===== src/rtl/riscv_mem_pkg.sv =====
// Shared types for the data-memory / write-back stage.
// Load and store op codes, access sizes and FSM states.
package riscv_mem_pkg;

   localparam int BYTE_EN_W = 4;

   typedef enum logic [2:0] {
      LD_NONE = 3'd0,
      LD_LB   = 3'd1,
      LD_LH   = 3'd2,
      LD_LW   = 3'd3,
      LD_LBU  = 3'd4,
      LD_LHU  = 3'd5
   } load_op_e;

   typedef enum logic [1:0] {
      ST_NONE = 2'd0,
      ST_SB   = 2'd1,
      ST_SH   = 2'd2,
      ST_SW   = 2'd3
   } store_op_e;

   typedef enum logic [1:0] {
      SZ_B = 2'd0,
      SZ_H = 2'd1,
      SZ_W = 2'd2
   } size_e;

   typedef enum logic {
      IDLE      = 1'b0,
      WAIT_RESP = 1'b1
   } state_e;

   function automatic logic is_load(logic [2:0] op);
      return (op != 3'd0) && (op <= 3'd5);
   endfunction

endpackage


===== src/rtl/mem_access_writeback_stage_if.sv =====
// Data-cache request/response bus.
// master = pipeline stage, slave = cache.
interface mem_access_writeback_stage_if
   import riscv_mem_pkg::*;
#(
   parameter int DATA_WIDTH = 32
);
   logic                  CACHE_REQ_VALID;
   logic                  CACHE_REQ_READY;
   logic                  CACHE_REQ_WRITE;
   logic [DATA_WIDTH-1:0] CACHE_REQ_ADDR;
   logic [DATA_WIDTH-1:0] CACHE_REQ_WDATA;
   logic [BYTE_EN_W-1:0]  CACHE_REQ_BYTE_EN;
   logic                  CACHE_RESP_VALID;
   logic [DATA_WIDTH-1:0] CACHE_RESP_DATA;

   modport master (
      output CACHE_REQ_VALID,
      output CACHE_REQ_WRITE,
      output CACHE_REQ_ADDR,
      output CACHE_REQ_WDATA,
      output CACHE_REQ_BYTE_EN,
      input  CACHE_REQ_READY,
      input  CACHE_RESP_VALID,
      input  CACHE_RESP_DATA
   );

   modport slave (
      input  CACHE_REQ_VALID,
      input  CACHE_REQ_WRITE,
      input  CACHE_REQ_ADDR,
      input  CACHE_REQ_WDATA,
      input  CACHE_REQ_BYTE_EN,
      output CACHE_REQ_READY,
      output CACHE_RESP_VALID,
      output CACHE_RESP_DATA
   );

endinterface


===== src/rtl/load_data_aligner.sv =====
// Selects the addressed byte/half of a load word
// and sign- or zero-extends it to full width.
module load_data_aligner
   import riscv_mem_pkg::*;
#(
   parameter int DATA_WIDTH = 32
) (
   input  logic [DATA_WIDTH-1:0] word_in,
   input  logic [1:0]            addr_lo,
   input  logic [2:0]            load_op,
   output logic [DATA_WIDTH-1:0] data_out
);

   logic [DATA_WIDTH-1:0] byte_sh;
   logic [DATA_WIDTH-1:0] half_sh;

   assign byte_sh = word_in >> {addr_lo, 3'b000};
   assign half_sh = word_in >> {addr_lo[1], 4'b0000};

   // Extend the shifted lane according to the load op
   always_comb begin
      data_out = word_in;
      unique case (load_op)
         LD_LB:
            data_out = {{(DATA_WIDTH-8){byte_sh[7]}},
                        byte_sh[7:0]};
         LD_LBU:
            data_out = {{(DATA_WIDTH-8){1'b0}},
                        byte_sh[7:0]};
         LD_LH:
            data_out = {{(DATA_WIDTH-16){half_sh[15]}},
                        half_sh[15:0]};
         LD_LHU:
            data_out = {{(DATA_WIDTH-16){1'b0}},
                        half_sh[15:0]};
         default:
            data_out = word_in;
      endcase
   end

endmodule


===== src/rtl/mem_access_writeback_stage.sv =====
// Data-memory access and write-back register stage.
// Issues cache requests, stalls upstream while busy.
module mem_access_writeback_stage
   import riscv_mem_pkg::*;
#(
   parameter int DATA_WIDTH       = 32,
   parameter int REG_ADD_WIDTH    = 5,
   parameter int D_CACHE_LW_WIDTH = 3,
   parameter int D_CACHE_SW_WIDTH = 2
) (
   input  logic                        CLK,
   input  logic                        RST_N,
   input  logic [REG_ADD_WIDTH-1:0]    RD_ADDRESS_IN,
   input  logic [DATA_WIDTH-1:0]       ALU_OUT_IN,
   input  logic [DATA_WIDTH-1:0]       STORE_DATA_IN,
   input  logic [D_CACHE_LW_WIDTH-1:0] DATA_CACHE_LOAD_IN,
   input  logic [D_CACHE_SW_WIDTH-1:0] DATA_CACHE_STORE_IN,
   input  logic                        WRITE_BACK_MUX_SELECT_IN,
   input  logic                        RD_WRITE_ENABLE_IN,
   mem_access_writeback_stage_if.master cache,
   output logic                        STALL_OUT,
   output logic [REG_ADD_WIDTH-1:0]    RD_ADDRESS_OUT,
   output logic [DATA_WIDTH-1:0]       WB_DATA_OUT,
   output logic                        RD_WRITE_ENABLE_OUT,
   output logic                        MISALIGNED_OUT
);

   state_e                state_q;
   state_e                state_d;
   size_e                 size;
   logic                  is_ld;
   logic                  is_st;
   logic                  mem_op;
   logic                  misaligned;
   logic                  access;
   logic                  req_valid;
   logic                  stall;
   logic [1:0]            addr_lo;
   logic [BYTE_EN_W-1:0]  byte_en;
   logic [DATA_WIDTH-1:0] wdata;
   logic [DATA_WIDTH-1:0] load_val;

   assign addr_lo = ALU_OUT_IN[1:0];
   assign is_ld   = is_load(DATA_CACHE_LOAD_IN);
   assign is_st   = !is_ld &&
                    (DATA_CACHE_STORE_IN != ST_NONE);
   assign mem_op  = is_ld || is_st;

   // Access size; a valid load code overrides any store
   always_comb begin
      size = SZ_W;
      if (is_ld) begin
         unique case (DATA_CACHE_LOAD_IN)
            LD_LB, LD_LBU: size = SZ_B;
            LD_LH, LD_LHU: size = SZ_H;
            default:       size = SZ_W;
         endcase
      end else begin
         unique case (DATA_CACHE_STORE_IN)
            ST_SB:   size = SZ_B;
            ST_SH:   size = SZ_H;
            default: size = SZ_W;
         endcase
      end
   end

   assign misaligned = mem_op &&
      ((size == SZ_H && addr_lo[0]) ||
       (size == SZ_W && addr_lo != 2'b00));
   assign access = mem_op && !misaligned;

   // Byte strobes and lane-replicated store data
   always_comb begin
      byte_en = 4'b1111;
      wdata   = STORE_DATA_IN;
      unique case (size)
         SZ_B: begin
            byte_en = 4'b0001 << addr_lo;
            wdata   = {4{STORE_DATA_IN[7:0]}};
         end
         SZ_H: begin
            byte_en = 4'b0011 << {addr_lo[1], 1'b0};
            wdata   = {2{STORE_DATA_IN[15:0]}};
         end
         default: begin
            byte_en = 4'b1111;
            wdata   = STORE_DATA_IN;
         end
      endcase
   end

   // Access FSM state register
   always_ff @(posedge CLK or negedge RST_N) begin
      if (!RST_N) state_q <= IDLE;
      else        state_q <= state_d;
   end

   // Next state, request valid and stall
   always_comb begin
      state_d   = state_q;
      req_valid = 1'b0;
      stall     = 1'b0;
      unique case (state_q)
         IDLE: begin
            if (access) begin
               req_valid = 1'b1;
               if (cache.CACHE_REQ_READY) begin
                  if (is_ld) begin
                     state_d = WAIT_RESP;
                     stall   = 1'b1;
                  end
               end else begin
                  stall = 1'b1;
               end
            end
         end
         WAIT_RESP: begin
            if (cache.CACHE_RESP_VALID) state_d = IDLE;
            else                        stall   = 1'b1;
         end
      endcase
   end

   assign STALL_OUT               = stall;
   assign cache.CACHE_REQ_VALID   = req_valid;
   assign cache.CACHE_REQ_WRITE   = req_valid && is_st;
   assign cache.CACHE_REQ_ADDR    = req_valid ?
      {ALU_OUT_IN[DATA_WIDTH-1:2], 2'b00} : '0;
   assign cache.CACHE_REQ_WDATA   = req_valid ? wdata : '0;
   assign cache.CACHE_REQ_BYTE_EN = req_valid ? byte_en : '0;

   load_data_aligner #(
      .DATA_WIDTH (DATA_WIDTH)
   ) u_align (
      .word_in  (cache.CACHE_RESP_DATA),
      .addr_lo  (addr_lo),
      .load_op  (DATA_CACHE_LOAD_IN),
      .data_out (load_val)
   );

   // Write-back register; a bubble is written while stalled
   always_ff @(posedge CLK or negedge RST_N) begin
      if (!RST_N) begin
         RD_ADDRESS_OUT      <= '0;
         WB_DATA_OUT         <= '0;
         RD_WRITE_ENABLE_OUT <= 1'b0;
         MISALIGNED_OUT      <= 1'b0;
      end else if (!stall) begin
         RD_ADDRESS_OUT      <= RD_ADDRESS_IN;
         WB_DATA_OUT         <= WRITE_BACK_MUX_SELECT_IN ?
                                load_val : ALU_OUT_IN;
         RD_WRITE_ENABLE_OUT <= RD_WRITE_ENABLE_IN &&
                                !misaligned;
         MISALIGNED_OUT      <= misaligned;
      end else begin
         RD_WRITE_ENABLE_OUT <= 1'b0;
         MISALIGNED_OUT      <= 1'b0;
      end
   end

endmodule


===== src/flat_wrapper.sv =====
// flat-port wrapper written by rule: the top's interface ports become plain ports
module mem_access_writeback_stage_flat import riscv_mem_pkg::*;
#(
   parameter int DATA_WIDTH       = 32,
   parameter int REG_ADD_WIDTH    = 5,
   parameter int D_CACHE_LW_WIDTH = 3,
   parameter int D_CACHE_SW_WIDTH = 2
)
  (CLK, RST_N, RD_ADDRESS_IN, ALU_OUT_IN, STORE_DATA_IN, DATA_CACHE_LOAD_IN, DATA_CACHE_STORE_IN, WRITE_BACK_MUX_SELECT_IN, RD_WRITE_ENABLE_IN, STALL_OUT, RD_ADDRESS_OUT, WB_DATA_OUT, RD_WRITE_ENABLE_OUT, MISALIGNED_OUT, cache_CACHE_REQ_VALID, cache_CACHE_REQ_WRITE, cache_CACHE_REQ_ADDR, cache_CACHE_REQ_WDATA, cache_CACHE_REQ_BYTE_EN, cache_CACHE_REQ_READY, cache_CACHE_RESP_VALID, cache_CACHE_RESP_DATA);
  mem_access_writeback_stage_if #(.DATA_WIDTH(DATA_WIDTH)) cache_i ();
  input  logic CLK;
  input  logic RST_N;
  input  logic [REG_ADD_WIDTH-1:0] RD_ADDRESS_IN;
  input  logic [DATA_WIDTH-1:0] ALU_OUT_IN;
  input  logic [DATA_WIDTH-1:0] STORE_DATA_IN;
  input  logic [D_CACHE_LW_WIDTH-1:0] DATA_CACHE_LOAD_IN;
  input  logic [D_CACHE_SW_WIDTH-1:0] DATA_CACHE_STORE_IN;
  input  logic WRITE_BACK_MUX_SELECT_IN;
  input  logic RD_WRITE_ENABLE_IN;
  output logic STALL_OUT;
  output logic [REG_ADD_WIDTH-1:0] RD_ADDRESS_OUT;
  output logic [DATA_WIDTH-1:0] WB_DATA_OUT;
  output logic RD_WRITE_ENABLE_OUT;
  output logic MISALIGNED_OUT;
  output wire logic [$bits(cache_i.CACHE_REQ_VALID)-1:0] cache_CACHE_REQ_VALID;
  output wire logic [$bits(cache_i.CACHE_REQ_WRITE)-1:0] cache_CACHE_REQ_WRITE;
  output wire logic [$bits(cache_i.CACHE_REQ_ADDR)-1:0] cache_CACHE_REQ_ADDR;
  output wire logic [$bits(cache_i.CACHE_REQ_WDATA)-1:0] cache_CACHE_REQ_WDATA;
  output wire logic [$bits(cache_i.CACHE_REQ_BYTE_EN)-1:0] cache_CACHE_REQ_BYTE_EN;
  input wire logic [$bits(cache_i.CACHE_REQ_READY)-1:0] cache_CACHE_REQ_READY;
  input wire logic [$bits(cache_i.CACHE_RESP_VALID)-1:0] cache_CACHE_RESP_VALID;
  input wire logic [$bits(cache_i.CACHE_RESP_DATA)-1:0] cache_CACHE_RESP_DATA;
  assign cache_CACHE_REQ_VALID = cache_i.CACHE_REQ_VALID;
  assign cache_CACHE_REQ_WRITE = cache_i.CACHE_REQ_WRITE;
  assign cache_CACHE_REQ_ADDR = cache_i.CACHE_REQ_ADDR;
  assign cache_CACHE_REQ_WDATA = cache_i.CACHE_REQ_WDATA;
  assign cache_CACHE_REQ_BYTE_EN = cache_i.CACHE_REQ_BYTE_EN;
  assign cache_i.CACHE_REQ_READY = cache_CACHE_REQ_READY;
  assign cache_i.CACHE_RESP_VALID = cache_CACHE_RESP_VALID;
  assign cache_i.CACHE_RESP_DATA = cache_CACHE_RESP_DATA;
  mem_access_writeback_stage #(.DATA_WIDTH(DATA_WIDTH), .REG_ADD_WIDTH(REG_ADD_WIDTH), .D_CACHE_LW_WIDTH(D_CACHE_LW_WIDTH), .D_CACHE_SW_WIDTH(D_CACHE_SW_WIDTH)) u_core (.CLK(CLK), .RST_N(RST_N), .RD_ADDRESS_IN(RD_ADDRESS_IN), .ALU_OUT_IN(ALU_OUT_IN), .STORE_DATA_IN(STORE_DATA_IN), .DATA_CACHE_LOAD_IN(DATA_CACHE_LOAD_IN), .DATA_CACHE_STORE_IN(DATA_CACHE_STORE_IN), .WRITE_BACK_MUX_SELECT_IN(WRITE_BACK_MUX_SELECT_IN), .RD_WRITE_ENABLE_IN(RD_WRITE_ENABLE_IN), .cache(cache_i), .STALL_OUT(STALL_OUT), .RD_ADDRESS_OUT(RD_ADDRESS_OUT), .WB_DATA_OUT(WB_DATA_OUT), .RD_WRITE_ENABLE_OUT(RD_WRITE_ENABLE_OUT), .MISALIGNED_OUT(MISALIGNED_OUT));
endmodule

===== config.mk =====
export PLATFORM = sky130hd
export DESIGN_NAME = mem_access_writeback_stage_flat
export DESIGN_NICKNAME = d
export VERILOG_FILES = /design/src/rtl/riscv_mem_pkg.sv /design/src/rtl/mem_access_writeback_stage_if.sv /design/src/rtl/load_data_aligner.sv /design/src/rtl/mem_access_writeback_stage.sv /design/src/flat_wrapper.sv
export SDC_FILE = /design/constraint.sdc
export NUM_CORES = 1
export LEC_CHECK = 0
export BUFFER_PORTS_ARGS = -buffer_cell sky130_fd_sc_hd__buf_2
export CORE_MARGIN = 10
export CORE_UTILIZATION = 29
export CTS_CLUSTER_SIZE = 40
export DETAILED_ROUTE_END_ITERATION = 7
export GPL_TIMING_DRIVEN = 0
export PLACE_DENSITY = 0.57
export SYNTH_ARGS = -nofsm -noshare
export SYNTH_HDL_FRONTEND = slang
export SYNTH_SLANG_ARGS = --single-unit

===== constraint.sdc =====
create_clock -name CLK -period 2.35 [get_ports CLK]
set_clock_uncertainty 0.1 [all_clocks]
set_input_delay 0.1175 -clock CLK [delete_from_list [all_inputs] [get_ports CLK]]
set_output_delay 0.1175 -clock CLK [all_outputs]
set_load 0.02 [all_outputs]

==> metrics, run 1 <==
detailed-routing iteration count for the pre-antenna-repair pass=4; LEAKAGE=2.64 nW; Final Routed Wirelength=17,100 µm; element type at the critical path start=input pin; area share of the largest cell type after synthesis=27.5%; number of global-route vias before repair=4,640; root buf cell=sky130_fd_sc_hd__clkbuf_16; maximum number of pins on one net before global-route repair=41; Fin Setup TNS=0 ns; final worst-path setup slack=0.0509 ns; Hold Path Depth=3; detailed-placement wirelength estimate=13,800 µm; CP Max Fanout=10; # Max-Cap Violations=0; Max IR drop VDD=439 µV; area enclosed by the die boundary=17,400 µm²; post-synthesis register bit count=40; Max-Slew Margin vs Limit=36.3%; worst min-delay path category=input pin to flip-flop; Final setup viols=0; startpoint of the worst-slack reg-to-reg timing path=u_core.state_q$_DFF_PN0_; area of the multi-input gates=2380 µm²; number of design-rule violations left by the first detailed-router iteration=299; CP Data Arrival Time=2.08 ns; gp weighted congestion=0.873; number of port buffers=218; share of cells above drive strength 1=44.4%; die boundary height=132 µm; reg2reg setup slack=0.67 ns; most used flip-flop cell after synthesis=sky130_fd_sc_hd__dfrtp_1; x dimension of the die=132 µm; Hold Path End=u_core.state_q$_DFF_PN0_; remaining design rule violation count=0; Final #Nets=801; grt ovf=0; count of different cell masters after synthesis=49; Critical Path RT=2.13 ns; vias per cell=5.11; final slew viol count=0; cell count after synthesis=446; average wire per cell in the routed design=20.0 µm; total power per unit cell area=721 nW/µm²; terminus of the critical flop-to-flop path=u_core.WB_DATA_OUT[16]$_DFFE_PN0N_; relative area change from synthesis to final layout=46.5%; initial antenna violation count=1; maximum buffer depth of the clock tree=2; Final Power=3.85 mW; slew at the pin closest to its max-slew limit=0.956 ns; element type at the critical path end=output port; final count of hold timing violations=0; Mapped Area=3640 µm²; max frequency=0.435 GHz; number of synthesized flops with an enable pin=0; Final min period=2.30 ns; number of filler instances in the final layout=1,286; leading post-synthesis cells by cell area=sky130_fd_sc_hd__dfrtp_1 27%, sky130_fd_sc_hd__mux2_2 9.6%, sky130_fd_sc_hd__and2_1 6.2%; clock sink total=40; ys async rst share=100%; Synth Warn #=0; latest clock arrival within the worst-skew pair=0.29 ns; GRT Resource Usage Total=18.3%; effective utilization at floorplan=30.0%; syn avg cell area=8.17 µm²; number of nets still failing antenna checks after routing=0; CTS Buf Count=5; leading area contributor after synthesis=sky130_fd_sc_hd__dfrtp_1; area of the placeable core=12,200 µm²; clock slew seen by the registers of the worst setup and hold paths=0.06 ns; area taken by flip-flops and latches=1000 µm²; portion of the clock cycle consumed by the worst path in the final layout=97.8%; worst r2r path cells=4; std cell rows=40; worst setup slack before clock tree synthesis=-0.342 ns; I/O Pins=222; RSZ-0062 raised after global routing=false; CTS tree=built; run status=complete, no violations; critical setup path kind=input pin to output port; htree depth=2; number of vias after detailed routing=4,377; Worst Min Path Start=cache_CACHE_RESP_VALID; share of the yosys chip area belonging to registers=27.5%; global-route wire length before repair=26,000 µm
## state kept, by name, summed over array words and instances, names as in the netlist
name and count:
u_core.MISALIGNED_OUT 1, u_core.RD_ADDRESS_OUT 5, u_core.RD_WRITE_ENABLE_OUT 1, u_core.WB_DATA_OUT 32, u_core.state_q 1
## metal layers
metal,share of wire (%),GRT usage [%]
met3,8.6,5.75
met5,0,0
met4,1.8,5.44
met2,49,31.6
met1,41,21.2
## kinds of logic (layout without fill, tap and decap cells)
kind of cell    after synthesis  after routing  share of synthesized area, %
fa+ha+maj                     2              2                         0.687
simple gates                169            169                          23.0
xor+xnor                      2              2                         0.481
flops                        40             40                          27.5
other cells                   1              3                         0.103
buf+inv                      55            295                          7.86
compound gates              122            122                          24.1
mux                          55             55                          16.3
## synthesized netlist by cell type, types with 9 or more instances
master / n
sky130_fd_sc_hd__dfrtp_1: 40
sky130_fd_sc_hd__nand2_1: 50
sky130_fd_sc_hd__mux2i_1: 19
sky130_fd_sc_hd__inv_1: 11
sky130_fd_sc_hd__and2_1: 36
sky130_fd_sc_hd__buf_2: 9
sky130_fd_sc_hd__nor2_1: 44
sky130_fd_sc_hd__nand2b_1: 11
sky130_fd_sc_hd__a21boi_0: 10
sky130_fd_sc_hd__mux2_2: 31
sky130_fd_sc_hd__nand3_1: 11
sky130_fd_sc_hd__a211oi_1: 22
sky130_fd_sc_hd__clkbuf_1: 17
sky130_fd_sc_hd__a21oi_1: 17
sky130_fd_sc_hd__a31oi_1: 19
## critical path, stage by stage
cell                      delay (ns)
sky130_fd_sc_hd__buf_4          0.13
sky130_fd_sc_hd__or3_4          0.36
sky130_fd_sc_hd__buf_6          0.13
sky130_fd_sc_hd__o221a_4        0.26
sky130_fd_sc_hd__or3b_4         0.39
sky130_fd_sc_hd__nand4_4        0.14
sky130_fd_sc_hd__inv_8          0.07
sky130_fd_sc_hd__buf_8          0.14
sky130_fd_sc_hd__and2_1         0.17
sky130_fd_sc_hd__buf_4          0.16
## final cells by class
class | instances | area share (%)
buffer | 40 | 4.73
inverter | 15 | 1.24
antenna | 1 | 0.0469
sequential | 40 | 18.7
multi-input combinational | 352 | 44.7
tap | 168 | 3.94
clock buffer | 5 | 2.34
clock inverter | 2 | 0.234
timing repair buffer | 233 | 24.0
## metrics by stage
| step | hold WS, ns | instance area, µm² | utilization [%] | std cells |
|---|---|---|---|---|
| 6_report | 0.0469 | 5340 | 43.9 | 856 |
| 5_1_grt | 0.0575 | 5340 | 43.9 | 855 |
| 4_1_cts | 0.0496 | 5240 | 43.1 | 851 |
| 3_5_place_dp | 0.214 | 4950 | 40.7 | 833 |
| 3_3_place_gp | 0.208 | 4950 | 40.7 | 833 |
| 2_1_floorplan | -0.278 | 3650 | - | 447 |
## worst max path at each step
stage,depth (start not counted),end,slack (ns),from
after floorplan,7,cache_CACHE_REQ_WDATA[25],0.17,DATA_CACHE_LOAD_IN[1]
after global placement,8,u_core.WB_DATA_OUT[30]$_DFFE_PN0N_,-0.32,ALU_OUT_IN[1]
after detailed placement,8,u_core.WB_DATA_OUT[30]$_DFFE_PN0N_,-0.34,ALU_OUT_IN[1]
after CTS,10,cache_CACHE_REQ_WDATA[30],-0.03,DATA_CACHE_STORE_IN[1]
after global routing,10,cache_CACHE_REQ_ADDR[16],0.002,DATA_CACHE_LOAD_IN[1]
final,10,cache_CACHE_REQ_ADDR[16],0.05,DATA_CACHE_LOAD_IN[2]
## power breakdown
group	total, mW	switching [mW]	leakage [nW]	internal (mW)
Combinational	2.17	1.30	2.11	0.870
Sequential	1.01	0.105	0.471	0.901
Clock	0.666	0.280	0.0657	0.385
## cells in the final DEF, fill, tap and decap left out, drive strengths merged, types with 4 or more instances in the layout
cell | netlist | layout
buf | 23 | 245
a31oi | 19 | 19
a32oi | 8 | 8
and2 | 36 | 36
a31o | 6 | 6
nor2b | 4 | 4
o21ai | 8 | 8
inv | 13 | 13
mux2 | 36 | 36
clkbuf | 17 | 25
o22ai | 8 | 8
a21oi | 17 | 17
nand2b | 11 | 11
nor2 | 44 | 44
nand3 | 11 | 11
dfrtp | 40 | 40
mux2i | 19 | 19
o32a | 8 | 8
dlygate4sd3 | 0 | 8
o32ai | 6 | 6
nand2 | 50 | 50
a211oi | 22 | 22
a21boi | 10 | 10
## repair_timing
action,4_1_cts,5_1_grt
endpoints found under the setup margin,63,53
hold buffers,8,0
endpoints found under the hold margin,47,0
pin swaps,3,2
gates cloned,0,1
setup buffers,3,3
resized for setup,17,23
Power figures use the tool's default switching activity.
==> run 2: changes to the inputs <==
--- a/config.mk
+++ b/config.mk
@@ -11,6 +11,7 @@
 export CTS_CLUSTER_SIZE = 40
 export DETAILED_ROUTE_END_ITERATION = 7
 export GPL_TIMING_DRIVEN = 0
+export HOLD_SLACK_MARGIN = 0.06
 export PLACE_DENSITY = 0.57
 export SYNTH_ARGS = -nofsm -noshare
 export SYNTH_HDL_FRONTEND = slang
==> run 2 against run 1 <==
Critical path depth did not move. Total power rose by 0.28%. Via count rose by 0.37%. Non-clock buffer count rose by 1. Final area rose by 0.19%. Clock power barely moved. Sequential power barely moved. Register-to-register slack barely moved. Largest power group unchanged. Combinational power barely moved. Die area did not move.
==> metrics, run 2 (synthesis gave the netlist of run 1 again) <==
run status=complete, no violations; effective utilization at floorplan=30.0% (unchanged); worst setup slack before clock tree synthesis=-0.342 ns (unchanged); element type at the critical path end=output port; share of cells above drive strength 1=44.3% (-0.065 points); htree depth=2 (unchanged); latest clock arrival within the worst-skew pair=0.29 ns (about the same); initial antenna violation count=1 (unchanged); max reg flops=32 (unchanged); std cell rows=40 (unchanged); number of nets still failing antenna checks after routing=0 (unchanged); worst min-delay path category=input pin to flip-flop; number of design-rule violations left by the first detailed-router iteration=270 (-9.7%); wire length on met1=7150 µm (+2.1%); number of vias after detailed routing=4,393 (+0.37%); LEAKAGE=2.65 nW (+0.20%); relative area change from synthesis to final layout=46.8%; max frequency=0.434 GHz (-0.17%); met3 wire length=1370 µm (-6.4%); Largest Register=u_core.WB_DATA_OUT; final count of hold timing violations=0 (unchanged); portion of the clock cycle consumed by the worst path in the final layout=98.0% (+0.17 points); maximum number of pins on one net before global-route repair=41 (unchanged); number of port buffers=218 (unchanged); RSZ-0062 raised after global routing=false; clock slew seen by the registers of the worst setup and hold paths=0.05 ns (about the same); length of routed met2 wiring=8260 µm (-0.53%); # Max-Cap Violations=0 (unchanged); maximum buffer depth of the clock tree=2 (unchanged); area enclosed by the die boundary=17,400 µm² (unchanged); Max IR drop VDD=439 µV (about the same); CP Max Fanout=10 (unchanged); root buf cell=sky130_fd_sc_hd__clkbuf_16; number of global-route vias before repair=4,637 (-0.065%); I/O Pins=222 (unchanged); x dimension of the die=132 µm (unchanged); Critical Path RT=2.13 ns (about the same); area taken by flip-flops and latches=1000 µm² (unchanged); gp weighted congestion=0.873 (unchanged); top layer in use=met4; average wire per cell in the routed design=20.0 µm (about the same); die boundary height=132 µm (unchanged); area of the multi-input gates=2380 µm² (unchanged); Final #Nets=802 (+0.12%); vias per cell=5.13 (+0.25%); element type at the critical path start=input pin; Final min period=2.30 ns (+0.00400 ns); CTS tree=built; Final setup viols=0 (unchanged); detailed-placement wirelength estimate=13,800 µm (unchanged); total power per unit cell area=721 nW/µm² (about the same); Final Routed Wirelength=17,100 µm (+0.17%); critical setup path kind=input pin to output port; number of filler instances in the final layout=1,284 (-0.16%); most common cell after layout, fill and taps aside=sky130_fd_sc_hd__buf_2; Max-Slew Margin vs Limit=36.5% (+0.19 points); Cell Area, Placed=4950 µm² (unchanged); final std cell area, no fill=5350 µm² (+0.19%); clock sink total=40 (unchanged); remaining design rule violation count=0 (unchanged); area of the placeable core=12,200 µm² (unchanged); final worst-path setup slack=0.0469 ns (-0.00400 ns); final slew viol count=0 (unchanged); detailed-routing iteration count for the pre-antenna-repair pass=5 (+1); highest-count cells in the layout ignoring fill and taps=212 x sky130_fd_sc_hd__buf_2, 50 x sky130_fd_sc_hd__nand2_1, 44 x sky130_fd_sc_hd__nor2_1; biggest regs=u_core.WB_DATA_OUT x32, u_core.RD_ADDRESS_OUT x5; slew at the pin closest to its max-slew limit=0.953 ns (-0.00287 ns); CTS Buf Count=5 (unchanged); grt ovf=0 (unchanged); global-route wire length before repair=26,000 µm (-0.13%); CP Data Arrival Time=2.09 ns (about the same); GRT Resource Usage Total=18.3% (-0.024 points)
-- run 2: changes by cell type in the layout (fill, tap and decap cells not counted) --
cell / previous run / this run
sky130_fd_sc_hd__dlygate4sd3_1: 8 / 9
-- run 2: worst max-delay path: stages --
cell                      delay, ns
sky130_fd_sc_hd__buf_4         0.13
sky130_fd_sc_hd__or3_4         0.36
sky130_fd_sc_hd__buf_6         0.13
sky130_fd_sc_hd__o221a_4       0.26
sky130_fd_sc_hd__or3b_4        0.39
sky130_fd_sc_hd__nand4_4       0.14
sky130_fd_sc_hd__inv_8         0.07
sky130_fd_sc_hd__buf_8         0.15
sky130_fd_sc_hd__and2_1        0.17
sky130_fd_sc_hd__buf_4         0.16
-- run 2: cell type report --
cell class	count	share of cell area (%)
multi-input combinational	352	44.6
timing repair buffer	234	24.2
sequential	40	18.7
buffer	40	4.73
tap	168	3.93
clock buffer	5	2.34
inverter	15	1.24
clock inverter	2	0.234
antenna	1	0.0468
-- run 2: path summary, 6_finish.rpt --
check                                                           from                                   end  slack, ns  cells past startpoint
worst max-delay path                           DATA_CACHE_LOAD_IN[2]              cache_CACHE_REQ_ADDR[16]       0.05                     10
worst min-delay path                                  ALU_OUT_IN[11]    u_core.WB_DATA_OUT[11]$_DFFE_PN0N_       0.11                      3
worst max register to register              u_core.state_q$_DFF_PN0_    u_core.WB_DATA_OUT[16]$_DFFE_PN0N_       0.67                      4
worst min register to register  u_core.RD_ADDRESS_OUT[0]$_DFFE_PN0N_  u_core.RD_ADDRESS_OUT[0]$_DFFE_PN0N_       0.38                      1
max in group asynchronous                                      RST_N    u_core.WB_DATA_OUT[14]$_DFFE_PN0N_       1.13                      2
min in group asynchronous                                      RST_N     u_core.WB_DATA_OUT[3]$_DFFE_PN0N_       0.43                      2
-- run 2: per-stage QoR --
step           power [mW]  TNS [ns]  std cells  utilization (%)  hold WS [ns]
3_5_place_dp         3.10     -6.48        833             40.7         0.214
2_1_floorplan        2.30         0        447                -        -0.278
4_1_cts              3.83   -0.0289        852             43.1         0.106
6_report             3.86         0        857             44.0         0.108
5_1_grt              4.09         0        856             44.0         0.118
3_3_place_gp         3.07     -5.67        833             40.7         0.208
-- run 2: per-layer routing --
metal  GRT usage, %  up-vias
met4           5.44        0
met2           31.5      195
met1           21.2     2072
li1               -     2102
met5              0        -
met3           5.75       24
-- run 2: repair_timing --
| action | in CTS | in global routing |
|---|---|---|
| pin swaps | 3 | 2 |
| hold endpoints to repair | 47 | 0 |
| hold buffers | 9 | 0 |
| setup endpoints to repair | 63 | 53 |
| cloned | 0 | 1 |
| resized for setup | 17 | 23 |
| setup buffers | 3 | 3 |
-- run 2: report_power, final --
group	switching, mW	total, mW	leakage (nW)	internal [mW]
sequential	0.105	1.01	0.471	0.901
combinational	1.31	2.18	2.11	0.874
clock	0.284	0.669	0.0657	0.385
total	1.70	3.86	2.65	2.16
==> run 3: changes to the inputs <==
--- a/config.mk
+++ b/config.mk
@@ -6,13 +6,15 @@
 export NUM_CORES = 1
 export LEC_CHECK = 0
 export BUFFER_PORTS_ARGS = -buffer_cell sky130_fd_sc_hd__buf_2
+export CORE_ASPECT_RATIO = 1.1
 export CORE_MARGIN = 10
 export CORE_UTILIZATION = 29
 export CTS_CLUSTER_SIZE = 40
 export DETAILED_ROUTE_END_ITERATION = 7
 export GPL_TIMING_DRIVEN = 0
 export HOLD_SLACK_MARGIN = 0.06
-export PLACE_DENSITY = 0.57
+export PLACE_DENSITY = 0.56
 export SYNTH_ARGS = -nofsm -noshare
 export SYNTH_HDL_FRONTEND = slang
+export SYNTH_HIERARCHICAL = 1
 export SYNTH_SLANG_ARGS = --single-unit
==> constraint.sdc (replaced) <==
create_clock -name CLK -period 2.35 [get_ports CLK]
set_clock_uncertainty 0.1 [all_clocks]
set_input_delay 0 -clock CLK [delete_from_list [all_inputs] [get_ports CLK]]
set_output_delay 0 -clock CLK [all_outputs]
set_load 0.02 [all_outputs]
==> run 3 against run 2 <==
Via count rose by 2.4%. Sequential power is essentially flat. Cell count rose by 0.47%. Sequential share of layout area decreased by 1.4 points. Largest power group unchanged. Highest routed layer unchanged.
==> metrics, run 3 <==
GRT Resource Usage Total=18.4% (+0.033 points); area of the placeable core=13,200 µm² (+8.6%); # Max-Cap Violations=0 (unchanged); final slew viol count=0 (unchanged); number of global-route vias before repair=4,712 (+1.6%); detailed-placement wirelength estimate=14,100 µm (+1.9%); number of design-rule violations left by the first detailed-router iteration=365 (+35%); Net Switching=1.67 mW (-1.4%); leading area contributor after synthesis=sky130_fd_sc_hd__dfrtp_1; Max-Slew Margin vs Limit=37.8% (+1.3 points); global routing usage on met3=4.70% (-1.1 points); clock slew seen by the registers of the worst setup and hold paths=0.06 ns (about the same); share of cells above drive strength 1=47.1% (+2.8 points); number of port buffers=217 (-0.46%); effective utilization at floorplan=29.5% (-0.42 points); Final #Nets=811 (+1.1%); Max IR drop VDD=523 µV (+19%); ys async rst share=100% (unchanged); maximum number of pins on one net before global-route repair=41 (unchanged); Internal Dissipation=2.28 mW (+5.4%); CP Launch Point=ALU_OUT_IN[1]; Critical Path RT=2.43 ns (+0.30 ns); Final Power=3.95 mW (+2.4%); element type at the critical path start=input pin; maximum buffer depth of the clock tree=2 (unchanged); slew at the pin closest to its max-slew limit=0.933 ns (-0.0202 ns); share of the yosys chip area belonging to registers=25.6% (-1.8 points); biggest regs=u_core/WB_DATA_OUT x32, u_core/RD_ADDRESS_OUT x5; RSZ-0062 raised after global routing=false; clock sink total=40 (unchanged); die boundary height=142 µm (+7.2%); CTS tree=built; grt met1 use=21.7% (+0.50 points); worst min-delay path category=input pin to flip-flop; x dimension of the die=131 µm (-1.1%); grt ovf=0 (unchanged); syn avg cell area=9.03 µm² (+11%); Synth Warn #=6 (+6); reg2reg setup slack=0.28 ns (-0.39 ns); Setup Fix Bufs, Post-CTS=0 (-3); busiest layer in global routing=met2; Final min period=2.22 ns (-0.0810 ns); CTS Buf Count=5 (unchanged); initial antenna violation count=1 (unchanged); power share of the combinational group=54.6% (-2.0 points); run status=complete, no violations; detailed-routing iteration count for the pre-antenna-repair pass=5 (unchanged); Final Routed Wirelength=17,600 µm (+2.6%); cell count after synthesis=432 (-3.1%); worst r2r path cells=6 (+2); most used flip-flop cell after synthesis=sky130_fd_sc_hd__dfrtp_1; remaining design rule violation count=0 (unchanged); highest-count cells in the layout ignoring fill and taps=223 x sky130_fd_sc_hd__buf_2, 64 x sky130_fd_sc_hd__mux2_2, 46 x sky130_fd_sc_hd__and3_1; relative area change from synthesis to final layout=47.9%; std cell rows=44 (+10%); top cells by count, synth=64 x sky130_fd_sc_hd__mux2_2, 46 x sky130_fd_sc_hd__and3_1, 40 x sky130_fd_sc_hd__dfrtp_1, 28 x sky130_fd_sc_hd__nor2_1, 26 x sky130_fd_sc_hd__nand2_1; Worst Hold Slack=0.109 ns (+0.000862 ns); global-route wire length before repair=26,800 µm (+3.1%); most common cell after layout, fill and taps aside=sky130_fd_sc_hd__buf_2; final count of hold timing violations=0 (unchanged); number of synthesized flops with an enable pin=0 (unchanged); GR Layer Usage met2=31.4% (-0.13 points); max reg flops=32 (unchanged); root buf cell=sky130_fd_sc_hd__clkbuf_16; post-synthesis register bit count=40 (unchanged); LEAKAGE=3.07 nW (+16%); I/O Pins=222 (unchanged); gp weighted congestion=0.923 (+5.7%); Largest Register=u_core/WB_DATA_OUT; area share of the largest cell type after synthesis=25.6% (-1.8 points); terminus of the critical flop-to-flop path=u_core/WB_DATA_OUT[5]$_DFFE_PN0N_; clock power share=20.6% (+3.3 points); htree depth=2 (unchanged); max frequency=0.450 GHz (+3.6%); vias per cell=5.23 (+2.0%); startpoint of the worst-slack reg-to-reg timing path=u_core/state_q$_DFF_PN0_; average wire per cell in the routed design=20.4 µm (+2.1%); end point of the critical path=u_core/WB_DATA_OUT[30]$_DFFE_PN0N_; Final setup viols=0 (unchanged); total power per unit cell area=684 nW/µm² (-5.1%); Mapped Area=3900 µm² (+7.1%); leading post-synthesis cells by cell area=sky130_fd_sc_hd__dfrtp_1 26%, sky130_fd_sc_hd__mux2_2 18%, sky130_fd_sc_hd__and3_1 7.4%; sw frac=42.4% (-1.6 points); cell with the most instances after synthesis=sky130_fd_sc_hd__mux2_2; part of the power in registers=24.8% (-1.3 points); CP Max Fanout=10 (unchanged); portion of the clock cycle consumed by the worst path in the final layout=94.6% (-3.4 points); element type at the critical path end=flip-flop; critical setup path kind=input pin to flip-flop; count of different cell masters after synthesis=57 (+16%); latest clock arrival within the worst-skew pair=0.29 ns (about the same); area enclosed by the die boundary=18,500 µm² (+6.0%); number of vias after detailed routing=4,500 (+2.4%); number of nets still failing antenna checks after routing=0 (unchanged); CP Data Arrival Time=2.30 ns (+0.21 ns)
[run 3: cell count changes in the layout (fill, tap and decap cells not counted), moves of 17 or more]
cell and change:
sky130_fd_sc_hd__nor2_1 -17, sky130_fd_sc_hd__and2_1 -32, sky130_fd_sc_hd__mux2_2 +33, sky130_fd_sc_hd__and3_1 +43
sky130_fd_sc_hd__dlygate4sd3_1 +31, sky130_fd_sc_hd__nand2_1 -24
[run 3: final cells by class]
class                   count  area (µm²)
fillers                  1351        7440
multi-input cells         342        2640
repair buffers            257        1490
flip-flops and latches     40        1000
plain buffers              38         215
well taps                 161         201
clock buffers               5         125
inverters                  13        48.8
clock inverters             3        46.3
diodes                      2        5.00
[run 3: cell families after synthesis]
kind of cell / count (synthesis) / share of synthesized area [%]
compound gates: 102 / 19.2
xor+xnor: 6 / 1.35
fa+ha+maj: 2 / 0.641
buf+inv: 51 / 6.76
flops: 40 / 25.6
mux: 94 / 27.5
other cells: 1 / 0.0961
simple gates: 136 / 18.8
[run 3: metrics by stage]
step	TNS (ns)	utilization, %	setup slack (ns)	instance area, µm²	std cells
after floorplan	0	-	0.209	3910	433
after global placement	-1.56	39.3	-0.161	5190	811
after detailed placement	-1.93	39.3	-0.176	5190	811
after CTS	0	43.6	0.0825	5770	859
after global routing	0	43.7	0.0611	5770	859
final	0	43.7	0.128	5770	861
[run 3: power groups by stage]
stage | Clock, mW | Combinational, mW | Sequential (mW)
2_1_floorplan | 0 | 1.08 | 1.24
3_3_place_gp | 0 | 2.09 | 0.983
3_5_place_dp | 0 | 2.11 | 0.992
4_1_cts | 0.828 | 2.17 | 0.983
5_1_grt | 0.862 | 2.31 | 1.01
6_report | 0.813 | 2.16 | 0.980
[run 3: metal layers]
layer  vias to the layer above  wire length, µm
li1                       2140                -
met2                       177             8940
met4                         0              403
met1                      2160             6920
met5                         -                0
met3                        23             1300
[run 3: what timing repair did]
action                                  in CTS  in global routing
endpoints found under the setup margin       0                 14
hold buffers                                40                  0
endpoints found under the hold margin       78                  0
resized for setup                            0                  2
[run 3: worst min-delay path by stage]
stage | startpoint | endpoint | slack (ns) | cells after the start
after floorplan | RST_N | u_core/MISALIGNED_OUT$_DFF_PN0_ | -0.40 | 0
after global placement | RST_N | u_core/RD_ADDRESS_OUT[4]$_DFFE_PN0N_ | 0.09 | 1
after detailed placement | RST_N | u_core/RD_ADDRESS_OUT[3]$_DFFE_PN0N_ | 0.08 | 1
after CTS | cache_CACHE_RESP_DATA[18] | u_core/WB_DATA_OUT[18]$_DFFE_PN0N_ | 0.11 | 4
after global routing | cache_CACHE_RESP_DATA[18] | u_core/WB_DATA_OUT[18]$_DFFE_PN0N_ | 0.12 | 4
final | cache_CACHE_RESP_DATA[18] | u_core/WB_DATA_OUT[18]$_DFFE_PN0N_ | 0.11 | 4
[run 3: worst max-delay path, stage by stage]
cell and delay (ns):
sky130_fd_sc_hd__buf_2 0.20, sky130_fd_sc_hd__buf_6 0.16, sky130_fd_sc_hd__mux4_2 0.50, sky130_fd_sc_hd__and3_1 0.19, sky130_fd_sc_hd__buf_6 0.14, sky130_fd_sc_hd__a41o_4 0.27, sky130_fd_sc_hd__buf_6 0.15, sky130_fd_sc_hd__a21o_1 0.17
sky130_fd_sc_hd__mux2_2 0.26, sky130_fd_sc_hd__mux2_2 0.26
